===== src/rtl/dmem_arbiter_pkg.sv =====
// dmem_arbiter_pkg: FSM state type and port index constants shared by the data-memory arbiter
package dmem_arbiter_pkg;
  typedef enum logic [1:0] {IDLE, GRANT_P0, GRANT_P1} state_t;
  localparam logic P0 = 1'b0;
  localparam logic P1 = 1'b1;
endpackage


===== src/rtl/dmem_arb_pick.sv =====
// dmem_arb_pick: next-grant decision (lock hold, then tie-break, then single requester)
// Ports: state = current grant state, req/lock per port, lock_max = lock run exhausted,
//        last_gnt = most recently granted port (round-robin build only), next = next state.
// Macro DMEM_ARB_FIXED_PRIO_EN: ties always go to p0 and last_gnt is not present.
module dmem_arb_pick
  import dmem_arbiter_pkg::*;
(
  input  state_t state,
  input  logic   req_p0,
  input  logic   req_p1,
  input  logic   lock_p0,
  input  logic   lock_p1,
  input  logic   lock_max,
`ifndef DMEM_ARB_FIXED_PRIO_EN
  input  logic   last_gnt,
`endif
  output state_t next
);
  logic tie;
`ifdef DMEM_ARB_FIXED_PRIO_EN
  assign tie = P0;
`else
  assign tie = (last_gnt == P1) ? P0 : P1;
`endif
  assign next = (state == GRANT_P0 && req_p0 && lock_p0 && !lock_max) ? GRANT_P0 :
                (state == GRANT_P1 && req_p1 && lock_p1 && !lock_max) ? GRANT_P1 :
                (req_p0 && req_p1) ? ((tie == P0) ? GRANT_P0 : GRANT_P1) :
                req_p0 ? GRANT_P0 :
                req_p1 ? GRANT_P1 : IDLE;
endmodule


===== src/rtl/dmem_arbiter.sv =====
// dmem_arbiter: two-port (core p0, debug/DMA p1) arbiter for a single-ported data memory
// Ports: clk, rst (async active-low); per port req/we/lock/addr/wdata in, gnt/rvalid out;
//        shared rdata; memory side mem_en/mem_we/mem_addr/mem_wdata out, mem_rdata in (1-cycle latency).
// Macro DMEM_ARB_FIXED_PRIO_EN: fixed p0 priority on ties instead of round-robin.
module dmem_arbiter
  import dmem_arbiter_pkg::*;
#(
  parameter int Data_Width = 32,
  parameter int Addr_Width = 32,
  parameter int Max_Lock   = 8
) (
  input  logic                  clk,
  input  logic                  rst,
  input  logic                  req_p0,
  input  logic                  req_p1,
  input  logic                  we_p0,
  input  logic                  we_p1,
  input  logic                  lock_p0,
  input  logic                  lock_p1,
  input  logic [Addr_Width-1:0] addr_p0,
  input  logic [Addr_Width-1:0] addr_p1,
  input  logic [Data_Width-1:0] wdata_p0,
  input  logic [Data_Width-1:0] wdata_p1,
  output logic                  gnt_p0,
  output logic                  gnt_p1,
  output logic                  rvalid_p0,
  output logic                  rvalid_p1,
  output logic [Data_Width-1:0] rdata,
  output logic                  mem_en,
  output logic                  mem_we,
  output logic [Addr_Width-1:0] mem_addr,
  output logic [Data_Width-1:0] mem_wdata,
  input  logic [Data_Width-1:0] mem_rdata
);
  localparam int CW = $clog2(Max_Lock + 1);
  state_t state, next;
  logic [CW-1:0] lock_cnt;
  logic lock_max;
  assign lock_max = lock_cnt == CW'(Max_Lock);
`ifndef DMEM_ARB_FIXED_PRIO_EN
  logic last_gnt;
  always_ff @(posedge clk or negedge rst)
    if (!rst) last_gnt <= P1;
    else if (next != IDLE) last_gnt <= (next == GRANT_P1) ? P1 : P0;
`endif
  dmem_arb_pick u_pick (
    .state(state),
    .req_p0(req_p0),
    .req_p1(req_p1),
    .lock_p0(lock_p0),
    .lock_p1(lock_p1),
    .lock_max(lock_max),
`ifndef DMEM_ARB_FIXED_PRIO_EN
    .last_gnt(last_gnt),
`endif
    .next(next)
  );
  // lock_cnt is the length of the current run of grants to one port; a run that
  // reached Max_Lock restarts at 1 so the lock is ignored for one arbitration only
  always_ff @(posedge clk or negedge rst)
    if (!rst) begin
      state     <= IDLE;
      lock_cnt  <= '0;
      rvalid_p0 <= 1'b0;
      rvalid_p1 <= 1'b0;
    end else begin
      state     <= next;
      lock_cnt  <= (next == IDLE) ? '0 : (next == state && !lock_max) ? lock_cnt + CW'(1) : CW'(1);
      rvalid_p0 <= state == GRANT_P0 && !we_p0;
      rvalid_p1 <= state == GRANT_P1 && !we_p1;
    end
  always_comb begin
    gnt_p0    = state == GRANT_P0;
    gnt_p1    = state == GRANT_P1;
    mem_en    = gnt_p0 || gnt_p1;
    mem_we    = gnt_p0 ? we_p0 : gnt_p1 ? we_p1 : 1'b0;
    mem_addr  = gnt_p0 ? addr_p0 : gnt_p1 ? addr_p1 : '0;
    mem_wdata = gnt_p0 ? wdata_p0 : gnt_p1 ? wdata_p1 : '0;
    rdata     = (rvalid_p0 || rvalid_p1) ? mem_rdata : '0;
  end
endmodule

===== config.mk =====
export PLATFORM = sky130hd
export DESIGN_NAME = dmem_arbiter
export DESIGN_NICKNAME = d
export VERILOG_FILES = /design/src/rtl/dmem_arbiter_pkg.sv /design/src/rtl/dmem_arb_pick.sv /design/src/rtl/dmem_arbiter.sv
export SDC_FILE = /design/constraint.sdc
export NUM_CORES = 1
export LEC_CHECK = 0
export ABC_AREA = 1
export BUFFER_PORTS_ARGS = -buffer_cell sky130_fd_sc_hd__buf_2
export CAP_MARGIN = 20
export CORE_AREA = 2 2 104 106
export CTS_CLUSTER_SIZE = 12
export DETAILED_ROUTE_END_ITERATION = 10
export DIE_AREA = 0 0 106 108
export PLACE_DENSITY_LB_ADDON = 0.3
export SLEW_MARGIN = 20
export SYNTH_ARGS = -nofsm -noshare
export SYNTH_HDL_FRONTEND = slang
export SYNTH_SLANG_ARGS = --single-unit

===== constraint.sdc =====
create_clock -name clk -period 1.5 [get_ports clk]
set_input_delay 0.075 -clock clk [delete_from_list [all_inputs] [get_ports clk]]
set_output_delay 0.075 -clock clk [all_outputs]
set_load 0.01 [all_outputs]

==> impl_metrics.json, run 1 <==
{
  "status": "complete, but fails checks",
  "violated_checks": "setup timing",
  "drc": 0,
  "post-route-worst-setup-slack_ns": -0.0963,
  "critPathLaunchType": "register",
  "avgSynthCellArea_um2": 4.77,
  "powerDensity_nw_per_um2": 620,
  "leading_cell_type_by_number_of_instances_after_synthesis": "nand2_1",
  "clock_skew_ns": 0.000485,
  "seq_area_frac_synth_pct": 13.9,
  "stdcell_count": 758,
  "cts-htree-levels": 1,
  "synth_area_um2": 1630,
  "drt-wirelength-per-cell_um": 13.1,
  "dpl_worst_slack_ns": -0.0819,
  "root_buffer": "clkbuf_8",
  "detailed_place_hpwl_um": 6900,
  "vias_post_dr": 3229,
  "nets": 795,
  "final_util_pct": 37.1,
  "place_inst": 738,
  "area_growth_pct": 133,
  "hold_violations": 0,
  "die_height_um": 108,
  "grt_max_degree": 48,
  "postSynthNetCount": 514,
  "post_synth_most_frequent_cells": "142 x nand2_1, 70 x nand3_1, 41 x inv_1, 41 x nor2_1, 11 x buf_1",
  "grt_antenna_before_repair": 0,
  "core_area_um2": 10200,
  "drt_wl_total_um": 9930,
  "tritoncts.num_buffers": 3,
  "register_area_um2": 228,
  "routability_congestion_estimate": 0.840,
  "floorplan.initialDensity_pct": 15.9,
  "first_pass_iters": 4,
  "route.detailed.vias_per_inst": 4.26,
  "dominantRegCellSynth": "dfrtp_1",
  "post_synth_inst_count": 342,
  "multi_input_area_um2": 1350,
  "period_minus_slack_ns": 1.60,
  "cp-end-kind": "output port",
  "io_buffer_count": 269,
  "cellLeakagePower_nw": 2.50,
  "design.die.area_um2": 11400,
  "ys_seq_elements": 9,
  "global_route.overflow_total": 0,
  "row_count": 37,
  "timing.setup.tns_ns": -3.13,
  "worst-slew-pin-transition_ns": 0.218,
  "r2r-start": "state[0]",
  "yosys_cell_types": 19,
  "design.portCount": 270,
  "filler_cell_count": 1101,
  "drive_above_1_share_pct": 57.1,
  "slew_violations": 0,
  "cts_tree": "built",
  "yosys.area.top_type_share_pct": 32.7,
  "synthTopCellsByArea": "nand2_1 33%, nand3_1 21%, dfrtp_1 12%",
  "grt_use_total_pct": 14.9,
  "cp.arrival_ns": 1.52,
  "holdCritStartpoint": "we_p0",
  "synth_warn": 0,
  "setup_viol": 69,
  "synth_edf_count": 0,
  "worst_skew_pair.late_latency_ns": 0.23,
  "min_period_over_period_pct": 106,
  "fmax_mhz": 626,
  "clockBufferDepth": 2,
  "timing.hold.worst.class": "in2reg",
  "max_cap_viol_count": 0,
  "grt_pass1_vias": 2995,
  "clk_sinks": 9,
  "detailedRoute.firstIterationViolations": 146,
  "cp.required_ns": 1.42,
  "ir_drop_uv": 378,
  "count_of_nets_left_with_antenna_violations_after_detail_routing": 0,
  "synth.largest_area_cell": "nand2_1",
  "grt_pass1_wl_um": 13600,
  "unrepaired_setup_endpoints_after_global_routing": "true",
  "asyncSetResetFlopFracSynth_pct": 100,
  "critical_path_start": "state[1]",
  "clkSlewWorstSetupHoldPaths_ns": 0.04,
  "n_antenna_cell": 0,
  "floorplan.die.width_um": 106,
  "path_max_fanout": 8,
  "critical_path_class": "reg2out",
  "maxSlewHeadroom_pct": 85.3
}
[registers in the layout, summed over array words and instances (netlist names)]
signal and cells:
state 2, lock_cnt 4, rvalid_p1 1, last_gnt 1, rvalid_p0 1
[cell usage in the layout (no fill, tap or decap), types with 2 or more instances in the layout]
master,netlist,layout
buf_4,0,13
dfrtp_1,8,7
nand3_2,1,27
ha_1,4,2
buf_2,3,265
buf_16,0,5
buf_12,0,5
clkbuf_16,0,2
buf_6,0,9
ha_4,0,2
nand2_1,142,131
nand2_2,1,12
clkbuf_8,0,3
inv_1,41,39
nor2_2,1,3
nor2_1,41,38
nand3_1,70,43
inv_2,3,4
[routing by layer]
metal	routed length (um)	up-vias	track usage (%)
met5	0	-	0
met1	3730	1417	16.7
met2	5060	193	28.4
li1	-	1599	-
met3	868	20	2.11
met4	264	0	5.55
[area by class of cell]
cell class | instances | area share (%)
Timing Repair Buffer | 300 | 48.1
Multi-Input combinational cell | 265 | 35.7
Sequential cell | 9 | 6.01
Tap cell | 136 | 4.49
Clock buffer | 4 | 1.19
Inverter | 44 | 4.55
[timing repair]
| action | in CTS | in global routing |
|---|---|---|
| endpoints found under the setup margin | 69 | 71 |
| pin swaps | 2 | 29 |
| gates resized for setup | 22 | 46 |
| setup buffers | 6 | 2 |
| gates cloned | 6 | 2 |
| hold buffers | 1 | 0 |
| endpoints found under the hold margin | 9 | 0 |
[worst paths after layout]
kind / to / cells after the start / slack [ns]
min in group asynchronous: state[1] / 2 / 0.22
min reg2reg: last_gnt / 2 / 0.50
max reg2reg: lock_cnt[3] / 12 / -0.07
min: rvalid_p0 / 2 / 0.008
max in group asynchronous: last_gnt / 2 / 1.03
max: mem_addr[12] / 7 / -0.1
[critical path: stages, from the launching register on]
cell,delay (ns)
dfrtp_1,0.40
buf_6,0.13
ha_4,0.17
buf_12,0.15
clkbuf_16,0.16
nand3_1,0.09
nand2_1,0.06
buf_2,0.13
[where the power goes]
part	leakage (nW)	internal (mW)	switching [mW]	total, mW
clock network	0.0228	0.185	0.0970	0.282
logic	2.36	0.832	0.939	1.77
registers	0.113	0.276	0.0224	0.298
total	2.50	1.29	1.06	2.35
[cells by family (layout without fill, tap and decap cells)]
| logic type | count (synthesis) | in the layout | synth area share (%) |
|---|---|---|---|
| buffers and inverters | 68 | 348 | 15.9 |
| flip-flops | 9 | 9 | 13.9 |
| AO/OA/AOI/OAI | 3 | 3 | 1.07 |
| XOR/XNOR | 2 | 2 | 1.07 |
| AND/OR/NAND/NOR | 256 | 256 | 65.0 |
| adder cells (fa/ha/maj) | 4 | 4 | 3.07 |
[stage by stage]
step                hold WS, ns  power [mW]  area (um^2)
floorplan                -0.221       0.992         1630
global placement        -0.0662        1.71         3220
detailed placement      -0.0596        1.72         3220
CTS                     0.00302        2.23         3520
global route             0.0124        2.54         3790
finish                  0.00773        2.35         3790
No activity file was read; power rests on OpenSTA's default activity.
==> inputs of run 2 (changes only) <==
--- a/config.mk
+++ b/config.mk
@@ -13,7 +13,9 @@
 export DETAILED_ROUTE_END_ITERATION = 10
 export DIE_AREA = 0 0 106 108
 export PLACE_DENSITY_LB_ADDON = 0.3
+export RECOVER_POWER = 25
 export SLEW_MARGIN = 20
 export SYNTH_ARGS = -nofsm -noshare
 export SYNTH_HDL_FRONTEND = slang
 export SYNTH_SLANG_ARGS = --single-unit
+export TNS_END_PERCENT = 5
==> run 2 against run 1 <==
The flow still finishes with violations (setup timing). Power decreased by 2.0%. Final area shrank 2.4%. Critical path depth is 5 higher. Die area is the same. Core utilization is 0.88 points lower. Sequential power about the same. Sequential cell count unchanged. Via count is 1.5% lower. Clock power hardly changed. Largest power group unchanged.
==> impl_metrics.json, run 2 (synthesized netlist as in run 1, its figures left out) <==
{
  "powerDensity_nw_per_um2": 623,
  "row_count": 37,
  "root_buffer": "clkbuf_8",
  "unrepaired_setup_endpoints_after_global_routing": "true",
  "cp-end-kind": "register",
  "cp.required_ns": 1.66,
  "clk_sinks": 9,
  "share_comb_of_total_power_pct": 74.9,
  "clkSlewWorstSetupHoldPaths_ns": 0.04,
  "grt_max_degree": 48,
  "grt_pass1_vias": 2949,
  "violated_checks": "setup timing",
  "timing.hold.worst.class": "in2reg",
  "nets": 790,
  "netSwitchingPower_mw": 1.04,
  "ir_drop_uv": 383,
  "clockBufferDepth": 2,
  "floorplan.initialDensity_pct": 15.9,
  "path_max_fanout": 3,
  "cts_tree": "built",
  "worst_skew_pair.late_latency_ns": 0.23,
  "worst-slew-pin-transition_ns": 0.494,
  "drt_wl_total_um": 9800,
  "route.detailed.vias_per_inst": 4.22,
  "io_buffer_count": 269,
  "drc": 0,
  "critical_path_class": "reg2reg",
  "hold_violations": 0,
  "core_area_um2": 10200,
  "maxSlewHeadroom_pct": 67.1,
  "reg.largest.list": "lock_cnt (4), state (2)",
  "share_clk_of_total_power_pct": 12.2,
  "first_pass_iters": 4,
  "detailedRoute.firstIterationViolations": 153,
  "multi_input_area_um2": 1300,
  "min_period_over_period_pct": 107,
  "max_cap_viol_count": 0,
  "drt-wirelength-per-cell_um": 13.0,
  "vias_post_dr": 3181,
  "fmax_mhz": 623,
  "area_growth_pct": 127,
  "cellLeakagePower_nw": 2.46,
  "grt_pass1_wl_um": 13100,
  "detailed_place_hpwl_um": 6900,
  "finalInstanceArea_um2": 3700,
  "global_route.overflow_total": 0,
  "layout_commonest_cell": "buf_2",
  "clock_skew_ns": 0.000814,
  "routability_congestion_estimate": 0.840,
  "setup_viol": 68,
  "cts-htree-levels": 1,
  "floorplan.die.width_um": 106,
  "swShare_pct": 45.0,
  "postPlaceCellArea_um2": 3220,
  "pwr-share-seq_pct": 12.9,
  "critPathLaunchType": "register",
  "tritoncts.num_buffers": 3,
  "register_area_um2": 228,
  "status": "complete, but fails checks",
  "commonest_cells_after_routing_fill_and_taps_aside": "263 x buf_2, 134 x nand2_1, 51 x nand3_1, 39 x inv_1, 38 x nor2_1",
  "post-route-worst-setup-slack_ns": -0.106,
  "die_height_um": 108,
  "slew_violations": 0,
  "grt_antenna_before_repair": 0,
  "largest-register": "lock_cnt",
  "period_minus_slack_ns": 1.61,
  "cp.arrival_ns": 1.77,
  "design.die.area_um2": 11400,
  "timing.setup.tns_ns": -3.39,
  "grt_use_total_pct": 14.1,
  "n_antenna_cell": 0,
  "largest_register_ff_count": 4,
  "count_of_nets_left_with_antenna_violations_after_detail_routing": 0,
  "cell_internal_pwr_mw": 1.27,
  "design.portCount": 270,
  "drive_above_1_share_pct": 54.5,
  "filler_cell_count": 1117
}
## run 2: timing repair
action | CTS | global route
buffers inserted | 3 | 1
pin swaps | 0 | 12
cloned | 3 | 4
hold buffers | 1 | 0
endpoints found under the setup margin | 69 | 70
hold endpoints to repair | 9 | 0
gates resized for setup | 12 | 41
## run 2: routing by layer
metal	GRT usage (%)	share of wire, %	up-vias
li1	-	-	1586
met1	15.5	38	1408
met2	27.3	52	169
met3	2.11	8.3	18
met4	5.36	2.6	0
met5	0	0	-
## run 2: per-stage QoR
| step | total power [mW] | setup slack, ns | utilization (%) | hold slack [ns] | std cells |
|---|---|---|---|---|---|
| finish | 2.30 | -0.106 | 36.2 | 0.00706 | 753 |
| global route | 2.49 | -0.208 | 36.2 | 0.0105 | 753 |
| CTS | 2.14 | -0.101 | 33.4 | 0.00302 | 748 |
| detailed placement | 1.72 | -0.0819 | 31.5 | -0.0596 | 738 |
| global placement | 1.71 | 0.00656 | 31.5 | -0.0662 | 738 |
| floorplan | 0.992 | 0.0218 | - | -0.221 | 342 |
## run 2: path summary, 6_finish.rpt
path | from | end | slack (ns) | cells after the start
min in group asynchronous | rst | state[1] | 0.32 | 2
worst min register to register | last_gnt | last_gnt | 0.49 | 2
worst max register to register | state[0] | lock_cnt[3] | -0.11 | 12
worst max-delay path | state[0] | lock_cnt[3] | -0.11 | 12
worst min-delay path | we_p0 | rvalid_p0 | 0.007 | 2
max in group asynchronous | rst | state[0] | 0.83 | 2
## run 2: worst max-delay path: stages, from the launching register on
cell and delay [ns]:
dfrtp_2 0.43, inv_2 0.08, ha_4 0.16, inv_2 0.05, nor2_2 0.08, nand2_2 0.07, nand2_2 0.09, nand2_1 0.08
nand2_1 0.08, nand2_1 0.10, nor2_4 0.11, nand2_2 0.07, nor2_1 0.11
## run 2: layout make-up
type,count,area share (%)
multi-input cells,265,35.2
well taps,136,4.60
repair buffers,295,48.2
clock buffers,4,1.22
flip-flops and latches,9,6.15
inverters,44,4.67
## run 2: power by group through the flow
stage               combinational [mW]  sequential, mW  clock, mW
finish                            1.73           0.298      0.281
global route                      1.89           0.302      0.304
CTS                               1.56           0.296      0.291
detailed placement                1.42           0.298          0
global placement                  1.41           0.296          0
floorplan                        0.694           0.298          0
==> inputs of run 3 (changes only) <==
--- a/config.mk
+++ b/config.mk
@@ -5,13 +5,13 @@
 export SDC_FILE = /design/constraint.sdc
 export NUM_CORES = 1
 export LEC_CHECK = 0
-export ABC_AREA = 1
 export BUFFER_PORTS_ARGS = -buffer_cell sky130_fd_sc_hd__buf_2
 export CAP_MARGIN = 20
-export CORE_AREA = 2 2 104 106
+export CORE_AREA = 2 2 103 105
 export CTS_CLUSTER_SIZE = 12
 export DETAILED_ROUTE_END_ITERATION = 10
-export DIE_AREA = 0 0 106 108
+export DIE_AREA = 0 0 105 107
+export HOLD_SLACK_MARGIN = 0.15
 export PLACE_DENSITY_LB_ADDON = 0.3
 export RECOVER_POWER = 25
 export SLEW_MARGIN = 20
==> run 3 against run 2 <==
Cell count down 4.9%. First-iteration DRC count is 30% lower. Clock power rose by 5%. Synthesized cell count decreased by 13%. Hold slack improved by 0.15 ns. Global-route usage shrank 0.73 points. Via count down 4.8%. Core utilization fell by 0.64 points. Clock-buffer cell count unchanged. The flow still finishes with violations (setup timing). Final area decreased by 3.1%. Maximum frequency is 5.3% lower.
==> impl_metrics.json, run 3 <==
{
  "clk_sinks": 9,
  "seq_area_frac_synth_pct": 14.1,
  "detailed_place_hpwl_um": 6700,
  "synth_area_um2": 1610,
  "whs_path_depth": 3,
  "cts_tree": "built",
  "ir_drop_uv": 247,
  "largest_register_ff_count": 4,
  "stdcell_count": 716,
  "floorplan.initialDensity_pct": 16.0,
  "unrepaired_setup_endpoints_after_global_routing": "true",
  "cts-htree-levels": 1,
  "clock_skew_ns": 0.00353,
  "largest-register": "lock_cnt",
  "timing.hold.worst.class": "in2reg",
  "row_count": 37,
  "postPlaceCellArea_um2": 3280,
  "status": "complete, but fails checks",
  "grt_use_total_pct": 13.4,
  "r2r-start": "lock_cnt[1]",
  "route.detailed.vias_per_inst": 4.23,
  "yosys.area_share.simple_pct": 49.1,
  "dominantRegCellSynth": "dfrtp_1",
  "yosys.area.top_type_share_pct": 30.0,
  "maxSlewHeadroom_pct": 65.3,
  "drc": 0,
  "violated_checks": "setup timing",
  "cp.arrival_ns": 1.62,
  "avgSynthCellArea_um2": 5.39,
  "n_antenna_cell": 0,
  "synth.largest_area_cell": "nand2_1",
  "commonest_cells_after_routing_fill_and_taps_aside": "266 x buf_2, 127 x nand2_1, 34 x o21ai_1, 34 x nor2b_1, 26 x o21ai_0",
  "die_height_um": 107,
  "drt-wirelength-per-cell_um": 11.3,
  "powerDensity_nw_per_um2": 672,
  "postSynthNetCount": 471,
  "r2r.worst_path.cells": 7,
  "count_of_nets_left_with_antenna_violations_after_detail_routing": 0,
  "timing.critical_path.cells": "buf_6 -> ha_4 -> buf_12 -> buf_12 -> a22o_1 -> buf_2",
  "post_synth_inst_count": 299,
  "synth_warn": 0,
  "leading_cell_type_by_number_of_instances_after_synthesis": "nand2_1",
  "io_buffer_count": 269,
  "period_minus_slack_ns": 1.70,
  "slew_violations": 0,
  "cellLeakagePower_nw": 1.97,
  "worst_skew_pair.late_latency_ns": 0.24,
  "detailedRoute.firstIterationViolations": 107,
  "post-route-worst-setup-slack_ns": -0.195,
  "vias_post_dr": 3028,
  "grt_pass1_wl_um": 12500,
  "nets": 753,
  "first_pass_iters": 4,
  "final_util_pct": 35.5,
  "finalInstanceArea_um2": 3590,
  "grt_max_degree": 38,
  "min_period_over_period_pct": 113,
  "filler_cell_count": 1113,
  "area_growth_pct": 123,
  "root_buffer": "clkbuf_8",
  "synth_top_family_by_area": "simple AND/OR/NAND/NOR gates",
  "holdCritStartpoint": "req_p1",
  "asyncSetResetFlopFracSynth_pct": 100,
  "grt_antenna_before_repair": 0,
  "critical_path_class": "reg2out",
  "whs_endpoint": "state[1]",
  "dpl_worst_slack_ns": -0.155,
  "reg.largest.list": "lock_cnt (4), state (2)",
  "drive_above_1_share_pct": 54.8,
  "synthTopCellsByArea": "nand2_1 30%, o21ai_0 20%, nor2b_1 14%",
  "grt_pass1_vias": 2900,
  "clkSlewWorstSetupHoldPaths_ns": 0.05,
  "most_frequent_cell_on_the_critical_path": "buf_12",
  "max_cap_viol_count": 0,
  "timing.critical_path.slowest_cell_delay_ns": 0.40,
  "adder_cell_share_of_the_synthesized_area_pct": 3.11,
  "design.die.area_um2": 11200,
  "hold_violations": 0,
  "drt_wl_total_um": 8090,
  "worst-path-buf-inv": 4,
  "layout_commonest_cell": "buf_2",
  "critPathLaunchType": "register",
  "floorplan.die.width_um": 105,
  "cp-end-kind": "output port",
  "fmax_mhz": 590,
  "worst-slew-pin-transition_ns": 0.520,
  "path_max_fanout": 23,
  "synth_xor_xnor_area_share_pct": 1.63,
  "place_inst": 701,
  "timing.reg2reg.setup_slack_ns": -0.16,
  "design.portCount": 270,
  "synth_compound_area_share_pct": 25.2,
  "ys_seq_elements": 9,
  "synth_edf_count": 0,
  "crit_path_top_delay_cell": "dfrtp_1",
  "setup_viol": 69,
  "routability_congestion_estimate": 0.787,
  "synth_mux_area_share_pct": 0,
  "timing.rr.end": "lock_cnt[0]",
  "post_synth_most_frequent_cells": "129 x nand2_1, 66 x o21ai_0, 35 x nor2b_1",
  "clockBufferDepth": 2,
  "global_route.overflow_total": 0,
  "worst_path_dominant_cell_family": "buffers and inverters",
  "yosys_cell_types": 28,
  "cp.required_ns": 1.42,
  "tritoncts.num_buffers": 3,
  "core_area_um2": 10100,
  "timing.setup.tns_ns": -6.57
}
-- run 3: cell count changes after synthesis, moves of 2 or more --
cell	previous run	this run
clkbuf_1	10	21
o211ai_1	0	2
nor2_1	41	2
inv_1	41	5
nor2b_1	0	35
nand3_1	70	4
nor4_1	0	2
nand2_1	142	129
o21ai_0	0	66
buf_1	11	1
a22o_1	0	2
inv_2	3	0
-- run 3: report_power, final --
group	internal (mW)	switching, mW
clock	0.186	0.109
combinational	0.897	0.917
sequential	0.279	0.0222
-- run 3: what timing repair did --
action,in CTS,in global routing
hold buffers,3,0
buffers inserted,4,2
pin swaps,7,8
cloned,2,0
setup endpoints to repair,71,69
gates resized for setup,45,25
endpoints found under the hold margin,11,0
-- run 3: worst max path at each step --
stage | from | endpoint | slack, ns | depth (start not counted)
3_3_place_gp | lock_cnt[0] | lock_cnt[0] | -0.09 | 6
2_1_floorplan | lock_cnt[0] | lock_cnt[0] | -0.08 | 6
5_1_grt | lock_cnt[0] | lock_cnt[0] | -0.27 | 7
6_report | state[0] | mem_addr[31] | -0.20 | 6
4_1_cts | state[0] | mem_addr[31] | -0.21 | 6
3_5_place_dp | lock_cnt[0] | lock_cnt[0] | -0.16 | 6
-- run 3: logic make-up after synthesis --
group,after synthesis
AND/OR/NAND/NOR,179
AO/OA/AOI/OAI,75
buffers and inverters,29
flip-flops,9
adder cells (fa/ha/maj),4
XOR/XNOR,3
-- run 3: per-layer routing --
layer	share of wire, %	GRT usage [%]	wire (um)
met3	9.3	2.80	753
met2	53	27.4	4290
met5	0	0	0
met4	3.0	5.52	243
met1	35	12.8	2810
-- run 3: worst reg2reg max path, stage by stage, from the launching register on --
cell and delay [ns]:
dfrtp_1 0.37, inv_1 0.06, ha_2 0.17, and3b_2 0.24, o211ai_1 0.11, buf_4 0.15, a221oi_4 0.30, o32a_1 0.20
-- run 3: layout make-up --
type | instances | area, um^2 | area share [%]
Tap cell | 136 | 170 | 4.75
Timing Repair Buffer | 301 | 1760 | 49.1
Multi-Input combinational cell | 261 | 1360 | 38.0
Clock buffer | 4 | 45.0 | 1.26
Inverter | 5 | 18.8 | 0.523
Sequential cell | 9 | 226 | 6.32
-- run 3: through the flow --
stage,power (mW),hold WS (ns)
global placement,1.88,-0.0619
CTS,2.38,0.154
detailed placement,1.90,-0.0573
finish,2.41,0.162
global route,2.62,0.184
floorplan,1.09,-0.221
